`config.mk`:
```
export PLATFORM = sky130hd
export DESIGN_NAME = imem_loader_flat
export DESIGN_NICKNAME = d
export VERILOG_FILES = /design/src/rtl/imem_loader_pkg.sv /design/src/rtl/imem_loader_if.sv /design/src/rtl/imem_loader_byte_packer.sv /design/src/rtl/imem_loader.sv /design/src/flat_wrapper.sv
export SDC_FILE = /design/constraint.sdc
export NUM_CORES = 1
export LEC_CHECK = 0
export ABC_AREA = 0
export CAP_MARGIN = 10
export CORE_ASPECT_RATIO = 0.75
export CORE_MARGIN = 1
export CORE_UTILIZATION = 35
export CTS_CLUSTER_SIZE = 28
export DETAILED_ROUTE_END_ITERATION = 6
export GPL_TIMING_DRIVEN = 0
export PLACE_DENSITY = 0.62
export SLEW_MARGIN = 20
export SYNTH_ARGS = -nofsm -noshare
export SYNTH_HDL_FRONTEND = slang
export SYNTH_HIERARCHICAL = 1
export SYNTH_SLANG_ARGS = --single-unit
```
`constraint.sdc`:
```
create_clock -name clk -period 2.25 [get_ports clk]
set_input_delay 0.45 -clock clk [delete_from_list [all_inputs] [get_ports clk]]
set_output_delay 0.45 -clock clk [all_outputs]
set_load 0.02 [all_outputs]
```
`src/rtl/imem_loader_pkg.sv`:
```
// Shared types for the boot-time imem loader.
// Holds the FSM state encoding, word geometry and a byte-insert helper.
package imem_loader_pkg;

  localparam int BYTES_PER_WORD = 4;

  typedef enum logic [2:0] {
    S_IDLE  = 3'd0,
    S_RECV  = 3'd1,
    S_WRITE = 3'd2,
    S_CHECK = 3'd3,
    S_DONE  = 3'd4,
    S_ERROR = 3'd5
  } state_t;

  // Little-endian lane insert: byte k lands in bits [8k+7:8k].
  function automatic logic [31:0] put_byte(
    input logic [31:0] w,
    input logic [1:0]  k,
    input logic [7:0]  b
  );
    logic [31:0] r;
    r = w;
    r[8*k +: 8] = b;
    return r;
  endfunction

endpackage

```
`src/rtl/imem_loader_if.sv`:
```
// Host byte stream (valid/ready) plus imem test/load write port.
// master: host/imem side; slave: the loader.
interface imem_loader_if;

  logic        byte_valid;
  logic [7:0]  byte_data;
  logic        byte_ready;
  logic [31:0] test_addr;
  logic [31:0] test_data_in;
  logic        test_we;

  modport master (
    output byte_valid,
    output byte_data,
    input  byte_ready,
    input  test_addr,
    input  test_data_in,
    input  test_we
  );

  modport slave (
    input  byte_valid,
    input  byte_data,
    output byte_ready,
    output test_addr,
    output test_data_in,
    output test_we
  );

endinterface

```
`src/rtl/imem_loader_byte_packer.sv`:
```
// Packs accepted bytes into a 32-bit little-endian word.
// Ports: clk, reset (async low), clear, accept, byte_data -> word, word_valid.
module imem_loader_byte_packer
  import imem_loader_pkg::*;
(
  input  logic        clk,
  input  logic        reset,
  input  logic        clear,
  input  logic        accept,
  input  logic [7:0]  byte_data,
  output logic [31:0] word,
  output logic        word_valid
);

  logic [1:0]  cnt_q;
  logic [31:0] word_q;

  // word already contains the byte being accepted this cycle,
  // so the FSM can latch it on the same edge as the 4th byte.
  assign word = put_byte(word_q, cnt_q, byte_data);
  assign word_valid =
    accept && (cnt_q == 2'(BYTES_PER_WORD - 1));

  always_ff @(posedge clk or negedge reset) begin
    if (!reset) begin
      cnt_q  <= '0;
      word_q <= '0;
    end else if (clear) begin
      cnt_q  <= '0;
      word_q <= '0;
    end else if (accept) begin
      cnt_q  <= cnt_q + 2'd1;
      word_q <= word;
    end
  end

endmodule

```
`src/rtl/imem_loader.sv`:
```
// Boot loader: byte stream -> 32-bit imem words, holds core in reset until loaded.
// Ports: clk, reset (async low), start, bus (imem_loader_if.slave),
//        cpu_reset_n, busy, done, error. Option: IMEM_LOADER_CHECKSUM_EN.
module imem_loader
  import imem_loader_pkg::*;
#(
  parameter int WORD_COUNT = 256,
  parameter int ADDR_W     = 8
) (
  input  logic          clk,
  input  logic          reset,
  input  logic          start,
  imem_loader_if.slave  bus,
  output logic          cpu_reset_n,
  output logic          busy,
  output logic          done,
  output logic          error
);

  state_t state_q, state_d;

  logic [ADDR_W-1:0] idx_q;
  logic [31:0]       addr_q;
  logic [31:0]       data_q;

  logic        ready;
  logic        accept;
  logic        clear;
  logic        load_word;
  logic        we;
  logic        last;
  logic        run;
  logic        busy_c;
  logic        done_c;
  logic        err_c;
  logic [31:0] word;
  logic        word_valid;

`ifdef IMEM_LOADER_CHECKSUM_EN
  logic [31:0] sum_q;
`endif

  // Ready is a pure state decode so it never depends on byte_valid.
  assign ready =
    (state_q == S_RECV) || (state_q == S_CHECK);
  assign accept = bus.byte_valid && ready;
  assign last = idx_q == ADDR_W'(WORD_COUNT - 1);

  imem_loader_byte_packer u_byte_packer (
    .clk        (clk),
    .reset      (reset),
    .clear      (clear),
    .accept     (accept),
    .byte_data  (bus.byte_data),
    .word       (word),
    .word_valid (word_valid)
  );

  always_ff @(posedge clk or negedge reset) begin
    if (!reset) state_q <= S_IDLE;
    else        state_q <= state_d;
  end

  always_comb begin
    state_d   = state_q;
    clear     = 1'b0;
    load_word = 1'b0;
    we        = 1'b0;
    run       = 1'b0;
    busy_c    = 1'b0;
    done_c    = 1'b0;
    err_c     = 1'b0;
    unique case (state_q)
      S_IDLE: begin
        if (start) begin
          clear   = 1'b1;
          state_d = S_RECV;
        end
      end
      S_RECV: begin
        busy_c = 1'b1;
        if (word_valid) begin
          load_word = 1'b1;
          state_d   = S_WRITE;
        end
      end
      S_WRITE: begin
        busy_c = 1'b1;
        we     = 1'b1;
        if (last) begin
`ifdef IMEM_LOADER_CHECKSUM_EN
          state_d = S_CHECK;
`else
          state_d = S_DONE;
`endif
        end else begin
          state_d = S_RECV;
        end
      end
`ifdef IMEM_LOADER_CHECKSUM_EN
      S_CHECK: begin
        busy_c = 1'b1;
        if (word_valid) begin
          if (word == sum_q) state_d = S_DONE;
          else               state_d = S_ERROR;
        end
      end
      S_ERROR: begin
        err_c = 1'b1;
        if (start) begin
          clear   = 1'b1;
          state_d = S_RECV;
        end
      end
`endif
      S_DONE: begin
        run    = 1'b1;
        done_c = 1'b1;
        if (start) begin
          clear   = 1'b1;
          state_d = S_RECV;
        end
      end
      default: state_d = S_IDLE;
    endcase
  end

  // Index saturates on the last word; only a new start rewinds it.
  always_ff @(posedge clk or negedge reset) begin
    if (!reset)            idx_q <= '0;
    else if (clear)        idx_q <= '0;
    else if (we && !last)  idx_q <= idx_q + 1'b1;
  end

  // Write port registers hold their value outside WRITE.
  always_ff @(posedge clk or negedge reset) begin
    if (!reset) begin
      addr_q <= '0;
      data_q <= '0;
    end else if (load_word) begin
      addr_q <= 32'(idx_q);
      data_q <= word;
    end
  end

`ifdef IMEM_LOADER_CHECKSUM_EN
  always_ff @(posedge clk or negedge reset) begin
    if (!reset)     sum_q <= '0;
    else if (clear) sum_q <= '0;
    else if (we)    sum_q <= sum_q + data_q;
  end
`endif

  assign bus.byte_ready   = ready;
  assign bus.test_addr    = addr_q;
  assign bus.test_data_in = data_q;
  assign bus.test_we      = we;

  assign cpu_reset_n = run;
  assign busy        = busy_c;
  assign done        = done_c;
  assign error       = err_c;

endmodule
```
`src/flat_wrapper.sv`:
```
// flat-port wrapper written by rule: the top's interface ports become plain ports
module imem_loader_flat import imem_loader_pkg::*;
#(
  parameter int WORD_COUNT = 256,
  parameter int ADDR_W     = 8
)
  (clk, reset, start, cpu_reset_n, busy, done, error, bus_byte_valid, bus_byte_data, bus_byte_ready, bus_test_addr, bus_test_data_in, bus_test_we);
  imem_loader_if bus_i ();
  input  logic clk;
  input  logic reset;
  input  logic start;
  output logic cpu_reset_n;
  output logic busy;
  output logic done;
  output logic error;
  input wire logic [$bits(bus_i.byte_valid)-1:0] bus_byte_valid;
  input wire logic [$bits(bus_i.byte_data)-1:0] bus_byte_data;
  output wire logic [$bits(bus_i.byte_ready)-1:0] bus_byte_ready;
  output wire logic [$bits(bus_i.test_addr)-1:0] bus_test_addr;
  output wire logic [$bits(bus_i.test_data_in)-1:0] bus_test_data_in;
  output wire logic [$bits(bus_i.test_we)-1:0] bus_test_we;
  assign bus_i.byte_valid = bus_byte_valid;
  assign bus_i.byte_data = bus_byte_data;
  assign bus_byte_ready = bus_i.byte_ready;
  assign bus_test_addr = bus_i.test_addr;
  assign bus_test_data_in = bus_i.test_data_in;
  assign bus_test_we = bus_i.test_we;
  imem_loader #(.WORD_COUNT(WORD_COUNT), .ADDR_W(ADDR_W)) u_core (.clk(clk), .reset(reset), .start(start), .bus(bus_i), .cpu_reset_n(cpu_reset_n), .busy(busy), .done(done), .error(error));
endmodule
```
== Word level (Yosys, flattened, before mapping) ==
Cells that the tools add are included.
Word-level totals
  word-level logic and storage cells: 48
  register bits: 85
Operators by class
  muxes and demuxes: 18
  reductions and logical operators: 11
  shift operators: 2
  $add $sub $neg: 3
  eq/ne operators: 8
Operators by type and width (number)
  $mux W32: 2
  $neg A5 Y34: 1
  $shift A8 B34 Y32 const A: 1
  $shiftx A8 B34 Y32: 1
  $bwmux W32: 1
  $mux W8: 2
  $mux W3: 3
  $pmux W3 S3: 1
  $add A8 B1 Y8 const B: 1
  $eq A8 B8 Y1 const B: 1
  $mux W1: 7
  $eq A3 B2 Y1 const B: 2
  $mux W2: 2
  $reduce_bool A2 Y1: 2
  $reduce_or A2 Y1: 2
  $eq A3 B1 Y1 const B: 1
  $eq A3 B3 Y1 const B: 1
  $logic_and A1 B1 Y1: 3
  $logic_not A3 Y1: 1
  $add A2 B1 Y2 const B: 1
  $eq A2 B2 Y1 const B: 1
  $ne A2 B1 Y1 const B: 1
  $ne A2 B2 Y1 const B: 1
  $reduce_and A2 Y1: 1
  2 further kinds: 2

== Logic depth before layout (Yosys ltp) ==
  depth after elaboration: 6
  mapped depth: 10

== Cells and area by module ==
The synthesis kept the hierarchy.
By module, submodules not included
  imem_loader: cells each 179, instances 1, seq. area each 1276.2 µm², area each 2538.7 µm²
  imem_loader_byte_packer: cells each 226, instances 1, seq. area each 850.8 µm², area each 1994.4 µm²

== Worst setup path after synthesis ==
Ideal clock, no wire load.
  kind: register to register
  start: register u_core.u_byte_packer.cnt_q[0]
  end: register u_core.data_q[15] (netlist: u_core/bus.test_data_in[15])
  arrival time: 1.991 ns
  cell stages (with the launch flop): 9
  buffers on the path: 2
  data required time: 2.125 ns
  path slack: 0.134 ns
  path through: dfrtp_1 inv_1 ha_1 and4bb_1 buf_6 and2_4 buf_6 a22o_1 mux2_4
Between the ends
  elaborated cells on any way between the ends: 8
  classes of those cells: add/sub (1); eq/ne (1); shift (2); mux (3); reduce/logical (1)
RTL lines
  start: declaration: RTL line imem_loader_byte_packer.sv:15  | logic [1:0] cnt_q;
  start signal: assignment: RTL line imem_loader_byte_packer.sv:32  | cnt_q <= cnt_q + 2'd1;
  $neg A5 Y34 (*): RTL line imem_loader_pkg.sv:24  | r[8*k +: 8] = b;
  $shiftx A8 B34 Y32 or $shift A8 B34 Y32 (tied branches): RTL line imem_loader_pkg.sv:24
  $bwmux W32 (*): RTL line imem_loader_pkg.sv:24
  named net u_core.word[15]: RTL line imem_loader.sv:36  | logic [31:0] word;
  end signal: assignment: RTL line imem_loader.sv:142  | data_q <= word;
  end: declaration: RTL line imem_loader.sv:24  | logic [31:0] data_q;
The timed path passes the listed nets; every way through them passes the cells marked *.
A chain may end at the register's enable or synchronous reset.

== Final worst setup path ==
  start: input port start
  end: register u_core.u_byte_packer.cnt_q[0]
Between the ends
  cells in the longest elaborated chain, start to end: 3
  elaborated cells on any way between the ends: 4
  classes of those cells: mux (3); reduce/logical (1)
RTL lines
  start: declaration: RTL line flat_wrapper.sv:11  | input logic start;
  $mux W1 (*): RTL line imem_loader.sv:75, imem_loader.sv:119
  $mux W1 (*)
  named net u_core.clear: RTL line imem_loader.sv:28  | logic clear;
  $mux W2 or $reduce_bool A2 Y1 (tied branches)
Marked as above.

==> out/metrics.csv <==
metric;value;unit
Total Wirelength;10.5;mm
Synth Register Bits;85;
Max Transition Viols Final;0;
Core Region;0.0124;sq mm
worst vdd ir;0.000526;V
post-DR wirelength/cell;15.8;um
IO Pins;82;
die area;0.0134;sq mm
Final min period;2.15;ns
final cell count without fillers;660;
WS Path Type;input pin to flip-flop;
DP HPWL;7.43;mm
vias in the first global route;3081;
yosys warns;6;
Remaining DRCs;0;
DRT iter0 DRCs;225;
root buffer cell;clkbuf_16;
Die X;133;um
TritonCTS Buffers;9;
Hold Vio Cnt, Final;0;
post-route clock period utilization;95.8;%
Clock Skew;0.00734;ns
cts hold-fix bufs;0;
fin nets;508;
P&R area growth vs syn;25.8;%
ys async rst share;100;%
most common cell after layout, fill and taps aside;dfrtp_1;
TritonRoute pass-1 iters;5;
register area share after synthesis;46.9;%
Tightest Hold Check Type;input pin to async pin;
hold slack;0.0713;ns
RSZ-0062 raised after global routing;no;
Initial Utilization;36.4;%
Total GRT Usage;16.4;%
Cell Area, Synth;0.00453;sq mm
CTS tree;done;
n_diodes;0;
vias;3280;
Main synth FF type;dfrtp_1;
Setup violations, final;0;
first-pass GRT wire length;16.9;mm
worst rel slew slack;63.5;%
fill count;1144;
Crit. End Element;flip-flop;
grt ovf;0;
Port-buffer cells;49;
library cells used by synthesis;47;
via density per instance;4.97;
initial antenna violation count;0;
DP Worst Slack;-0.423;ns
row count;35;
Reg clk slew, reported paths;0.06;ns
post-route setup slack;0.0951;ns
later-pin clock latency in the skew report;0.34;ns
placed instance area;0.00535;sq mm
layout cells sized above 1;24.9;%
Data required, critical path;2.47;ns
placed cell count;645;
Tightest Pin Transition;0.540;ns
CP arrival;2.37;ns
H-Tree Level Count;3;
RD Place Congestion;0.783;
f_max;464;MHz
status;finished, final reports clean;
startpoint types;input pin;
crit path max fanout;10;
number of max-cap violations;0;
worst reg2reg path depth;8;
P per Cell Area;1230;mW/mm^2
Syn Inst Count;405;
Post-synth EDFFs;0;
syn_area_per_cell;11.2;sq um
CTS max path bufs;2;
Vert. Die Dim;101;um
leakage power;0.00264;uW
Sink Count;85;
fin area;0.00570;sq mm
setup TNS;0;ns
pin count of the biggest net entering global routing;53;
Antenna Violating Nets Remaining;0;
commonest non-fill, non-tap cells in the layout;dfrtp_1, clkdlybuf4s50_1, nand2_1;
## per-stage QoR
stage                     power, uW  util, %
after floorplan                4250        -
after global placement         5210     42.8
after detailed placement       5280     43.0
after CTS                      7010     45.7
after global routing           7400     45.8
final                          6990     45.8
## kinds of logic after synthesis
| kind of cell | share of synthesized area, % |
|---|---|
| fa+ha+maj | 1.66 |
| xor+xnor | 0.386 |
| buf+inv | 11.3 |
| mux | 14.0 |
| other cells | 0.0827 |
| flops | 46.9 |
| simple gates | 13.7 |
| compound gates | 11.9 |
## critical path: stages
cell and delay, ns:
clkdlybuf4s50_1 0.50, or3b_2 0.53, inv_1 0.19, clkbuf_1 0.30, clkbuf_2 0.31, nor2_1 0.08
## layer usage
metal / vias up / part of all wire, % / GRT usage, %
met3: 11 / 6.6 / 4.17
met1: 1592 / 49 / 24.2
met5: - / 0 / 0
met2: 125 / 43 / 23.4
met4: 0 / 0.90 / 4.55
li1: 1552 / - / -
## final cells by class
type,instances,area [sq um],share of cell area (%)
plain buffers,57,442,7.75
flip-flops and latches,85,2130,37.4
well taps,166,208,3.64
clock inverters,6,111,1.95
inverters,19,71.3,1.25
multi-input cells,267,1990,34.9
repair buffers,51,523,9.17
clock buffers,9,225,3.95
## synthesized netlist by cell type, types with 3 or more instances
| library cell | instances | area share [%] |
|---|---|---|
| clkbuf_1 | 7 | 0.58 |
| buf_4 | 29 | 4.8 |
| a22o_1 | 22 | 4.3 |
| o21ai_0 | 11 | 1.2 |
| and3_1 | 3 | 0.41 |
| nand2_1 | 44 | 3.6 |
| mux2_4 | 39 | 13 |
| buf_6 | 5 | 1.2 |
| mux2i_1 | 4 | 0.88 |
| dfrtp_1 | 85 | 47 |
| ha_1 | 6 | 1.7 |
| and2_1 | 6 | 0.83 |
| a21oi_1 | 29 | 3.2 |
| buf_12 | 4 | 1.8 |
| nor3_1 | 4 | 0.44 |
| buf_2 | 11 | 1.2 |
| inv_1 | 18 | 1.5 |
| a32oi_1 | 8 | 1.5 |
| nor2_1 | 12 | 0.99 |
| nand4_1 | 25 | 3.5 |
## where the power goes
part	switching (uW)	leakage (uW)	internal, uW	total [uW]
clock	608	0.000162	1080	1690
combinational	1500	0.00131	1480	2980
sequential	326	0.00117	2000	2320
## state kept, by name (all words and copies together) (netlist names)
register,flops
u_core/bus.test_addr,8
u_core/u_byte_packer/cnt_q,2
u_core/state_q,3
u_core/bus.test_data_in,32
u_core/u_byte_packer/word_q,32
u_core/idx_q,8
## worst paths after layout
check | startpoint | end | slack [ns]
min in group clk | bus_byte_data[7] | u_core/u_byte_packer/word_q[23] | 0.47
setup reg to reg | u_core/u_byte_packer/cnt_q[0] | u_core/bus.test_data_in[11] | 0.15
max in group asynchronous | reset | u_core/state_q[2] | 1.56
hold / removal | reset | u_core/bus.test_addr[0] | 0.07
setup / recovery | start | u_core/u_byte_packer/cnt_q[0] | 0.1
hold reg to reg | u_core/bus.test_data_in[27] | u_core/bus.test_data_in[27] | 0.51
## what timing repair did
action | 4_1_cts | 5_1_grt
setup buffers | 0 | 1
setup endpoints to repair | 72 | 44
pin swaps | 0 | 0
resized for setup | 8 | 6
gates cloned | 0 | 0
No activity file was read; power rests on OpenSTA's default activity.
